File: src/rtl/channel_buffer_ctrl_if.sv
// Channel-buffer controller bus: frame start, upstream write handshake and
// buffer/frame status. The upstream side uses master; the controller uses slave.
interface channel_buffer_ctrl_if #(
    parameter int MCU_W = 16
);
    logic             start;
    logic [MCU_W-1:0] num_mcus;
    logic             in_valid;
    logic [1:0]       in_ch;
    logic             in_ready;
    logic             buf_wr_en;
    logic [1:0]       buf_ch;
    logic             drain_active;
    logic             mcu_done;
    logic             frame_done;
    logic             busy;
    logic             seq_err;
    logic [MCU_W-1:0] mcus_left;

    modport master (
        output start, num_mcus, in_valid, in_ch,
        input  in_ready, buf_wr_en, buf_ch, drain_active, mcu_done,
               frame_done, busy, seq_err, mcus_left
    );

    modport slave (
        input  start, num_mcus, in_valid, in_ch,
        output in_ready, buf_wr_en, buf_ch, drain_active, mcu_done,
               frame_done, busy, seq_err, mcus_left
    );
endinterface

File: src/rtl/channel_buffer_ctrl.sv
// Sequences 4:2:0 channel writes (4 Y, 1 Cb, 1 Cr) into the channel buffer,
// then holds off writes while the buffer drains its 4 output beats per MCU.
module channel_buffer_ctrl #(
    parameter int MCU_W = 16
) (
    input  logic                 clk,
    input  logic                 rst_n,
    channel_buffer_ctrl_if.slave bus
);

    typedef enum logic [2:0] {
        S_IDLE,
        S_Y,
        S_CB,
        S_CR,
        S_DRAIN
    } state_t;

    state_t           r_state;
    state_t           w_next_state;
    logic [1:0]       r_ycnt;
    logic [1:0]       r_dcnt;
    logic [MCU_W-1:0] r_mcus_left;
    logic             r_seq_err;
    logic             r_zero_done;

    logic             w_in_ready;
    logic [1:0]       w_exp_ch;
    logic             w_handshake;
    logic             w_write;
    logic             w_bad;
    logic             w_start;
    logic             w_start_nz;
    logic             w_start_zero;
    logic             w_drain_last;
    logic             w_last_mcu;

    always_comb begin
        w_exp_ch   = 2'd0;
        w_in_ready = 1'b0;
        case (r_state)
            S_Y:     w_in_ready = 1'b1;
            S_CB:    begin w_exp_ch = 2'd1; w_in_ready = 1'b1; end
            S_CR:    begin w_exp_ch = 2'd2; w_in_ready = 1'b1; end
            default: begin w_exp_ch = 2'd0; w_in_ready = 1'b0; end
        endcase
    end

    // An out-of-order tag is still consumed; it only raises seq_err.
    assign w_handshake  = bus.in_valid & w_in_ready;
    assign w_write      = w_handshake & (bus.in_ch == w_exp_ch);
    assign w_bad        = w_handshake & (bus.in_ch != w_exp_ch);
    assign w_start      = (r_state == S_IDLE) & bus.start;
    assign w_start_nz   = w_start & (bus.num_mcus != '0);
    assign w_start_zero = w_start & (bus.num_mcus == '0);
    assign w_drain_last = (r_state == S_DRAIN) & (r_dcnt == 2'd3);
    assign w_last_mcu   = (r_mcus_left == MCU_W'(1));

    always_ff @(posedge clk or negedge rst_n) begin
        if (!rst_n) begin
            r_state <= S_IDLE;
        end else begin
            r_state <= w_next_state;
        end
    end

    always_comb begin
        w_next_state = r_state;
        case (r_state)
            S_IDLE:  if (w_start_nz) w_next_state = S_Y;
            S_Y:     if (w_write && r_ycnt == 2'd3) w_next_state = S_CB;
            S_CB:    if (w_write) w_next_state = S_CR;
            S_CR:    if (w_write) w_next_state = S_DRAIN;
            S_DRAIN: if (r_dcnt == 2'd3) w_next_state = w_last_mcu ? S_IDLE : S_Y;
            default: w_next_state = S_IDLE;
        endcase
    end

    // ycnt wraps to 0 on the 4th Y write, so every MCU starts its Y phase at 0.
    always_ff @(posedge clk or negedge rst_n) begin
        if (!rst_n) begin
            r_ycnt      <= 2'd0;
            r_dcnt      <= 2'd0;
            r_mcus_left <= '0;
            r_seq_err   <= 1'b0;
            r_zero_done <= 1'b0;
        end else begin
            r_zero_done <= w_start_zero;

            if (w_start) begin
                r_seq_err <= 1'b0;
            end else if (w_bad) begin
                r_seq_err <= 1'b1;
            end

            if (w_start_nz) begin
                r_mcus_left <= bus.num_mcus;
                r_ycnt      <= 2'd0;
            end else if (w_drain_last) begin
                r_mcus_left <= r_mcus_left - MCU_W'(1);
                r_ycnt      <= 2'd0;
            end else if (r_state == S_Y && w_write) begin
                r_ycnt <= r_ycnt + 2'd1;
            end

            if (r_state == S_CR && w_write) begin
                r_dcnt <= 2'd0;
            end else if (r_state == S_DRAIN) begin
                r_dcnt <= r_dcnt + 2'd1;
            end
        end
    end

    always_comb begin
        bus.in_ready     = w_in_ready;
        bus.buf_wr_en    = w_write;
        bus.buf_ch       = w_exp_ch;
        bus.drain_active = (r_state == S_DRAIN);
        bus.mcu_done     = w_drain_last;
        bus.frame_done   = (w_drain_last & w_last_mcu) | r_zero_done;
        bus.busy         = (r_state != S_IDLE);
        bus.seq_err      = r_seq_err;
        bus.mcus_left    = r_mcus_left;
    end

endmodule

File: src/flat_wrapper.sv
// flat-port wrapper written by rule: the top's interface ports become plain ports
module channel_buffer_ctrl_flat 
#(
    parameter int MCU_W = 16
)
  (clk, rst_n, bus_start, bus_num_mcus, bus_in_valid, bus_in_ch, bus_in_ready, bus_buf_wr_en, bus_buf_ch, bus_drain_active, bus_mcu_done, bus_frame_done, bus_busy, bus_seq_err, bus_mcus_left);
  channel_buffer_ctrl_if #(.MCU_W(MCU_W)) bus_i ();
  input  logic clk;
  input  logic rst_n;
  input wire logic [$bits(bus_i.start)-1:0] bus_start;
  input wire logic [$bits(bus_i.num_mcus)-1:0] bus_num_mcus;
  input wire logic [$bits(bus_i.in_valid)-1:0] bus_in_valid;
  input wire logic [$bits(bus_i.in_ch)-1:0] bus_in_ch;
  output wire logic [$bits(bus_i.in_ready)-1:0] bus_in_ready;
  output wire logic [$bits(bus_i.buf_wr_en)-1:0] bus_buf_wr_en;
  output wire logic [$bits(bus_i.buf_ch)-1:0] bus_buf_ch;
  output wire logic [$bits(bus_i.drain_active)-1:0] bus_drain_active;
  output wire logic [$bits(bus_i.mcu_done)-1:0] bus_mcu_done;
  output wire logic [$bits(bus_i.frame_done)-1:0] bus_frame_done;
  output wire logic [$bits(bus_i.busy)-1:0] bus_busy;
  output wire logic [$bits(bus_i.seq_err)-1:0] bus_seq_err;
  output wire logic [$bits(bus_i.mcus_left)-1:0] bus_mcus_left;
  assign bus_i.start = bus_start;
  assign bus_i.num_mcus = bus_num_mcus;
  assign bus_i.in_valid = bus_in_valid;
  assign bus_i.in_ch = bus_in_ch;
  assign bus_in_ready = bus_i.in_ready;
  assign bus_buf_wr_en = bus_i.buf_wr_en;
  assign bus_buf_ch = bus_i.buf_ch;
  assign bus_drain_active = bus_i.drain_active;
  assign bus_mcu_done = bus_i.mcu_done;
  assign bus_frame_done = bus_i.frame_done;
  assign bus_busy = bus_i.busy;
  assign bus_seq_err = bus_i.seq_err;
  assign bus_mcus_left = bus_i.mcus_left;
  channel_buffer_ctrl #(.MCU_W(MCU_W)) u_core (.clk(clk), .rst_n(rst_n), .bus(bus_i));
endmodule
File: config.mk
export PLATFORM = sky130hd
export DESIGN_NAME = channel_buffer_ctrl_flat
export DESIGN_NICKNAME = d
export VERILOG_FILES = /design/src/rtl/channel_buffer_ctrl_if.sv /design/src/rtl/channel_buffer_ctrl.sv /design/src/flat_wrapper.sv
export SDC_FILE = /design/constraint.sdc
export NUM_CORES = 1
export LEC_CHECK = 0
export CORE_AREA = 2 2 87 47
export CTS_BUF_LIST = sky130_fd_sc_hd__clkbuf_16
export DETAILED_ROUTE_END_ITERATION = 16
export DIE_AREA = 0 0 89 49
export HOLD_SLACK_MARGIN = 0.1
export PLACE_DENSITY = 0.78
export SLEW_MARGIN = 20
export SYNTH_ARGS = -nofsm -noshare
export SYNTH_HDL_FRONTEND = slang
export SYNTH_SLANG_ARGS = --single-unit
File: constraint.sdc
create_clock -name clk -period 1.9 [get_ports clk]
set_input_delay 0.38 -clock clk [delete_from_list [all_inputs] [get_ports clk]]
set_output_delay 0.38 -clock clk [all_outputs]
set_load 0.02 [all_outputs]
# Word level (Yosys, flattened, before mapping)
# Index checks and enable logic that the tools add are counted.
[op_classes] addsub=3 n_eq_ne=14 n_mux=18 n_bitwise=9 n_reduce_logical=13
[ops] op="$mux 16" count=2
[ops] op="$eq 16x1->1 const B" count=1
[ops] op="$logic_not 16->1" count=1
[ops] op="$reduce_bool 16->1" count=1
[ops] op="$sub 16x1->16 const B" count=1
[ops] op="$mux 3" count=5
[ops] op="$pmux 3 s5" count=1
[ops] op="$mux 2" count=5
[ops] op="$ne 2x1->1 const B" count=5
[ops] op="$and 1x1->1" count=8
[ops] op="$eq 3x2->1 const B" count=2
[ops] op="$reduce_bool 2->1" count=3
[ops] op="$reduce_bool 3->1" count=2
[ops] op="$reduce_and 5->1" count=1
[ops] op="$add 2x1->2 const B" count=2
[ops] op="$eq 2x2->1 const B" count=2
[ops] op="$mux 1" count=4
[ops] op="$pmux 2 s2" count=1
[ops] op="$eq 3x1->1 const B" count=1
[ops] op="$eq 3x3->1 const B" count=1
[ops] op="$logic_and 1x1->1" count=3
[ops] op="$logic_not 3->1" count=1
[ops] op="$reduce_or 3->1" count=1
[ops] op="$eq 2x2->1" count=1
[ops] op="other kinds (2)" count=2
[word_totals] register_bits=25 in_bits=22

# Logic depth before layout (Yosys ltp)
# Gate-level depths: netlist of run 1.
[depth] ltp_word=9 ltp_mapped=7

# Worst setup path after synthesis of run 1
# Ideal clock, no wire load.
[synth_path] path_kind="register to output" from="register u_core.r_state[0]" to="output port bus_buf_wr_en" t_arrival_ns=1.615 required_time_ns=1.520 path_slack_ns=-0.095 path_stages_with_launch=5 path_cell_list="dfrtp_1 -> clkbuf_1 -> nor4b_1 -> inv_1 -> a21boi_0"
[synth_between] elab_chain_cells=5 word_cells_on_any_way=9 cone_classes="4 x eq/ne; 2 x mux; 2 x bitwise; 1 x reduce/logical"
[synth_lines] element="start, declared" line_no="channel_buffer_ctrl.sv:19" text="state_t r_state;"
[synth_lines] element="start signal, assigned" line_no="channel_buffer_ctrl.sv:63" text="r_state <= w_next_state;"
[synth_lines] element="$eq 3x2->1 / $eq 3x1->1 (equally long branches)" line_no="channel_buffer_ctrl.sv:41" text="case (r_state)"
[synth_lines] element="$reduce_or 3->1 (no line)"
[synth_lines] element="$mux 1" line_no="channel_buffer_ctrl.sv:41"
[synth_lines] element="$and 1x1->1" line_no="channel_buffer_ctrl.sv:50" text="assign w_handshake = bus.in_valid & w_in_ready;"
[synth_lines] element="$and 1x1->1 (*)" line_no="channel_buffer_ctrl.sv:51" text="assign w_write = w_handshake & (bus.in_ch == w_exp_ch);"
[synth_lines] element="end, declared" line_no="flat_wrapper.sv:15" text="output wire logic [$bits(bus_i.buf_wr_en)-1:0] bus_buf_wr_en;"
# Every way passes the cells marked *; elsewhere a longest branch is shown, timed or not.

# Final worst setup path of run 1
[layout_path] from="register u_core.r_mcus_left[9] (netlist: u_core.bus.mcus_left[9])" to="output port bus_frame_done"
[layout_between] elab_chain_cells=3
[layout_lines] element="start, declared" line_no="channel_buffer_ctrl.sv:23" text="logic [MCU_W-1:0] r_mcus_left;"
[layout_lines] element="start signal, assigned" line_no="channel_buffer_ctrl.sv:97" text="r_mcus_left <= bus.num_mcus;"
[layout_lines] element="start signal, assigned" line_no="channel_buffer_ctrl.sv:100" text="r_mcus_left <= r_mcus_left - MCU_W'(1);"
[layout_lines] element="$eq 16x1->1" line_no="channel_buffer_ctrl.sv:57" text="assign w_last_mcu = (r_mcus_left == MCU_W'(1));"
[layout_lines] element="$and 1x1->1" line_no="channel_buffer_ctrl.sv:120" text="bus.frame_done = (w_drain_last & w_last_mcu) | r_zero_done;"
[layout_lines] element="$or 1x1->1" line_no="channel_buffer_ctrl.sv:120"
[layout_lines] element="end, declared" line_no="flat_wrapper.sv:19" text="output wire logic [$bits(bus_i.frame_done)-1:0] bus_frame_done;"
# No other way between the ends.

==> metrics.txt, run 1 <==
status=finished, violations left; violated checks=negative setup slack; worst setup margin=-335.6 ps; number of port buffers=46; global-route wire length before repair=roughly 9700 um; final hold viol count=0; via count=2316; die outline area=4361 um2; final core area utilization=between 80% and 90%; total power per unit cell area=about 1400 nW/um2; clock tree from TritonCTS=built; vias per cell=6.209; Setup TNS Final=-646.4 ps; final-stage net count=roughly 350; max-slew violation count=0; overall routing resource usage=~30%; DRC violation total after the first TritonRoute iteration=309; detailed-placement wirelength estimate=4534 um; number of CTS-inserted buffers=3; data required time at the worst endpoint=~1500 ps; launching element type of the critical path=register; Cell Area, Synth=about 1600 um2; number of buffers on the longest clock path=2; number of distinct library cells after synthesis=50; sequential area share after synthesis=38.05%; hold buffers post-CTS=0; prevailing post-synth register cell=dfrtp_1; number of non-filler instances in the completed layout=373; unrepaired setup endpoints after global routing=true; vertical die dimension=49 um; worst relative slew slack=~68%; via count of the first global-routing pass=approximately 2000; number of antenna diodes=0; number of standard cells after synthesis=~190; number of placed instances with taps included=356; maximum fanout along the worst path=2; routed length per placed instance=around 20 um; number of enable flip-flop cells after synthesis=0; Synth async-reset ratio=100.0%; horizontal die dimension=approximately 89 um; capturing element type of the critical path=output pin; CTS HTree Levels=1; synth cell count leaders=dfrtp_1, nand2_1, nor2_1; pin count of the biggest net entering global routing=26; library cell used as clock root buffer=clkbuf_16; flop and latch count out of synthesis=25; count of maximum capacitance violations=0; core area=3684 um2; floorplan row count=16; detailed-route wire length=roughly 7600 um; most area-consuming cells after synthesis=dfrtp_1, nand2_1, nor2_1, ha_1, nor4_1; post-route minimum period=2236 ps; Yosys top cell area share=38.05%; CP arrival=about 1900 ps; GP Congestion=0.9315; Setup CP Type=reg -> out; Initial Utilization=between 40 and 50%; area delta synth->final=86.00%; final setup violating endpoints=13; post-synthesis net count=214; most frequently used cell type in the post-synthesis netlist=dfrtp_1; Syn Area/Cell=around 8.7 um2; number of cells traversed by the worst register-to-register path=6; largest area contributor in the netlist=dfrtp_1; path category of the worst min-delay check=in -> reg; number of detailed-route iterations in the first pass=5; number of clock sinks=25; fraction of final layout cells with drive strength greater than 1=between 40% and 50%; Final period util=117.7%; Worst Clk Skew=3.233 ps; antenna viol nets, final=0; top-level port count=47; register clock-pin slew on the reported worst setup and hold paths=approximately 70 ps; residual overflow from global routing=0; hold_ws=413.8 ps; maximum ir drop on the vdd rail=roughly 1.0 mV; insertion delay of the later-clocked pin in the worst-skew pair=~260 ps; worst-margin pin slew=between 400 and 500 ps; cell depth of the worst hold path=3; Synthesis Warnings=0; leakage power=~1.4 nW; # DRC=0; Achievable Freq=447.3 MHz; initial antenna violation count=0
[through the flow]
stage / cell area [um2] / worst slack [ps] / total power (W)
2_1_floorplan: 1653 / 11.73 / 0.002032
3_3_place_gp: 2706 / -526.4 / 0.003275
3_5_place_dp: 2706 / -633.3 / 0.003350
4_1_cts: 2874 / -297.7 / 0.003927
5_1_grt: 3058 / -343.5 / 0.004588
6_report: 3058 / -335.6 / 0.004389
[routing by layer]
metal | global-route usage, % | vias up | share of wire [%]
met5 | 0 | - | 0
met4 | 4.975 | 0 | 6.3
met3 | 5.753 | 61 | 12
met2 | 43.16 | 202 | 42
met1 | 45.10 | 1078 | 39
li1 | - | 975 | -
[placed cells by master, fill, tap and decap left out, types with 2 or more instances in the layout]
cell type         n
xor2_1            4
inv_1             7
xnor2_1           2
nor4b_1           2
o2bb2a_4          2
nor4_1            3
or4_4             3
o31ai_1           2
inv_2             3
dlymetal6s2s_1   11
nor3_1            4
ha_1              3
o21ai_1           9
o21ai_0           7
nor2_1           16
dfrtp_1          23
nor3b_4           3
o311a_1           2
o22ai_1           2
dlygate4sd2_1     2
buf_6             8
dfrtp_2           2
clkbuf_2          4
a21oi_1           3
nand2_1          22
clkdlybuf4s50_1  25
nor4_2            5
a211o_1           2
buf_4            82
o211ai_1          5
nand3_1           8
nand4_1           4
nand2_2           2
a31oi_1           2
or3_1             2
clkbuf_16         3
[critical path, stage by stage, from the launching register on]
cell and delay (ps):
dfrtp_1 390, or4_4 560, nor3b_4 270, a41o_1 250
buf_6 130
[cells by family after synthesis]
kind of cell	after synthesis	share of synthesized area [%]
xor gates and xnor gates	6	3.196
AOI/OAI and AO/OA	49	22.22
DFF	25	38.05
buffers and inverters	17	4.565
and+or+nand+nor	87	28.92
adders and majority gates	4	3.044
[power breakdown]
| group | total [W] | switching, W | internal, W | leakage, nW |
|---|---|---|---|---|
| Clock | 0.000482 | 0.000198 | 0.000284 | 0.0409 |
| Sequential | 0.000928 | 0.000161 | 0.000767 | 0.304 |
| Combinational | 0.00298 | 0.00152 | 0.00145 | 1.10 |
[registers in the layout, indices dropped and copies added, names as in the netlist]
signal                cells
u_core.bus.seq_err        1
u_core.r_ycnt             2
u_core.r_zero_done        1
u_core.r_state            3
u_core.r_dcnt             2
u_core.bus.mcus_left     16
[cell type report]
class | count | area [um2]
inverters | 10 | 37.54
fillers | 209 | 625.6
well taps | 54 | 67.56
clock inverters | 1 | 5.005
clock buffers | 3 | 75.07
multi-input cells | 146 | 1099
flip-flops and latches | 25 | 628.1
repair buffers | 134 | 1146
[path summary, 6_finish.rpt]
check                                               startpoint                                   end  slack, ps
setup / recovery           u_core.bus.mcus_left[9]$_DFFE_PN0P_                        bus_frame_done       -340
hold / removal                                 bus_num_mcus[8]   u_core.bus.mcus_left[8]$_DFFE_PN0P_        410
setup reg to reg           u_core.bus.mcus_left[2]$_DFFE_PN0P_  u_core.bus.mcus_left[11]$_DFFE_PN0P_        -40
hold reg to reg                   u_core.r_ycnt[0]$_DFFE_PN0P_          u_core.r_ycnt[0]$_DFFE_PN0P_        520
max in group asynchronous                                rst_n         u_core.r_state[0]$_DFFE_PN0P_       1140
min in group asynchronous                                rst_n  u_core.bus.mcus_left[10]$_DFFE_PN0P_        490
[what timing repair did]
item / CTS / global route
setup endpoints to repair: 24 / 23
resized for setup: 38 / 42
pin swaps: 6 / 19
gates cloned: 0 / 0
setup buffers: 3 / 10
Power figures use the tool's default switching activity.
==> run 2: changes to the inputs <==
Clock period 1.9 ns to 2.17 ns, I/O delays scaled along.
==> metrics.txt, run 2 (synthesized netlist as in run 1, its figures left out) <==
detailed-route wire length=between 5000 and 6000 um; placement-stage cell area=roughly 2500 um2; capturing element type of the critical path=output pin; routed length per placed instance=between 15 and 20 um; status=finished, violations left; worst relative slew slack=around three quarters; worst-margin pin slew=between 300 and 400 ps; Final period util=101.2%; floorplan row count=16; number of detailed-route iterations in the first pass=5; unrepaired setup endpoints after global routing=true; register clock-pin slew on the reported worst setup and hold paths=around 70 ps; Post-Layout Inst Area=between 2000 and 3000 um2; fraction of final layout cells with drive strength greater than 1=between 20% and 30%; residual overflow from global routing=0; top-level port count=47; number of clock sinks=25; area delta synth->final=61.80%; number of buffers on the longest clock path=2; pin count of the biggest net entering global routing=26; Worst Clk Skew=between 4 and 5 ps; horizontal die dimension=between 80 and 90 um; global-route wire length before repair=just under 9000 um; wire length on met3=447 um; most used cells in the layout excluding fill and tap cells=buf_4, clkdlybuf4s50_1, nand2_1, dfrtp_1, nor2_1; path category of the worst min-delay check=reg -> reg; CTS HTree Levels=1; PnR Total Power=roughly 0.0032 W; count of maximum capacitance violations=0; launching element type of the critical path=register; routed length on met1=2675 um; Achievable Freq=approximately 460 MHz; final hold viol count=0; number of port buffers=46; Setup CP Type=reg -> out; library cell contributing the largest single delay on the critical path=or4_4; vertical die dimension=49 um; # fillers=around 290; clock tree from TritonCTS=built; worst setup margin=-26.89 ps; Initial Utilization=between 40 and 50%; final setup violating endpoints=1; number of CTS-inserted buffers=3; library cell used as clock root buffer=clkbuf_16; violated checks=negative setup slack; insertion delay of the later-clocked pin in the worst-skew pair=260 ps; critical-path cell list=or4_4 > nor3b_4 > a41o_1 > buf_6; total power per unit cell area=between 1000 and 1500 nW/um2; max reg flops=16; max-slew violation count=0; stage delay of the slowest cell on the critical path=about 570 ps; maximum ir drop on the vdd rail=0.7072 mV; CP arrival=1760 ps; GP Congestion=just over 0.9; worst slack at placement=-537.8 ps; DRC violation total after the first TritonRoute iteration=150; via count of the first global-routing pass=1799; antenna viol nets, final=0; leakage power=approximately 1.2 nW; # DRC=0; detailed-placement wirelength estimate=roughly 4200 um; routed wl met2=around 2100 um; maximum fanout along the worst path=2; hold buffers post-CTS=0; core area=approximately 3700 um2; die outline area=4361 um2; final-stage net count=310; data required time at the worst endpoint=1740 ps; number of antenna diodes=0; overall routing resource usage=26.63%; via count=between 1500 and 2000; initial antenna violation count=0; most common cell after layout, fill and taps aside=buf_4; highest metal layer with signal wires=met4; post-route minimum period=between 2000 and 2500 ps; vias per cell=5.567
run 2: changes by cell type in the layout (fill, tap and decap cells not counted), sizes merged:
cell           delta
dlygate4sd2       +2
clkdlybuf4s50    +11
clkbuf            -4
buf              -37
dlymetal6s2s      -8
clkinv            -1
clkinvlp          +1
run 2: worst paths after layout:
kind                                                         to  cells past startpoint  slack [ps]                                start
max                                              bus_frame_done                      4         -30  u_core.bus.mcus_left[6]$_DFFE_PN0P_
min                                u_core.r_ycnt[0]$_DFFE_PN0P_                      1         510         u_core.r_ycnt[0]$_DFFE_PN0P_
max reg2reg                 u_core.bus.mcus_left[9]$_DFFE_PN0P_                      7         100        u_core.r_state[0]$_DFFE_PN0P_
min reg2reg                        u_core.r_ycnt[0]$_DFFE_PN0P_                      1         510         u_core.r_ycnt[0]$_DFFE_PN0P_
max in group asynchronous         u_core.r_state[1]$_DFFE_PN0P_                      2        1360                                rst_n
min in group asynchronous  u_core.bus.mcus_left[10]$_DFFE_PN0P_                      2         540                                rst_n
run 2: metal layers:
metal / GRT usage [%] / vias to the layer above
li1: - / 903
met5: 0 / -
met2: 35.45 / 76
met4: 5.721 / 0
met3: 6.937 / 4
met1: 42.60 / 893
run 2: area by class of cell:
type | count | area (um2) | share of cell area [%]
clock inverters | 1 | 7.507 | 0.2822
inverters | 10 | 37.54 | 1.411
clock buffers | 3 | 75.07 | 2.822
flip-flops and latches | 25 | 626.9 | 23.57
repair buffers | 98 | 862.1 | 32.41
well taps | 54 | 67.56 | 2.540
multi-input cells | 146 | 983.4 | 36.97
run 2: what timing repair did:
item | in CTS | in global routing
pin swaps | 3 | 1
setup buffers | 0 | 0
endpoints found under the setup margin | 7 | 9
gates resized for setup | 21 | 8
run 2: through the flow:
step	TNS [ps]	hold WS, ps	util [%]	instances
floorplan	0	138.4	-	188
global placement	-2328	494.6	68.89	333
detailed placement	-2476	494.1	68.89	333
CTS	-63.75	509.2	71.43	337
global route	-58.97	548.5	72.21	337
finish	-26.89	509.6	72.21	337
run 2: worst max-delay path: cells and delay by family (launching register included):
family	cells	cell delay (ps)
AO/OA/AOI/OAI	1	200
buffers and inverters	1	120
flip-flops	1	380
AND/OR/NAND/NOR	2	800
run 2: power breakdown:
part	total [W]	internal [W]	leakage, nW	switching [W]
registers	0.000833	0.000671	0.305	0.000162
clock network	0.000423	0.000251	0.0371	0.000172
logic	0.00197	0.000967	0.847	0.00100
total	0.00322	0.00189	1.19	0.00133
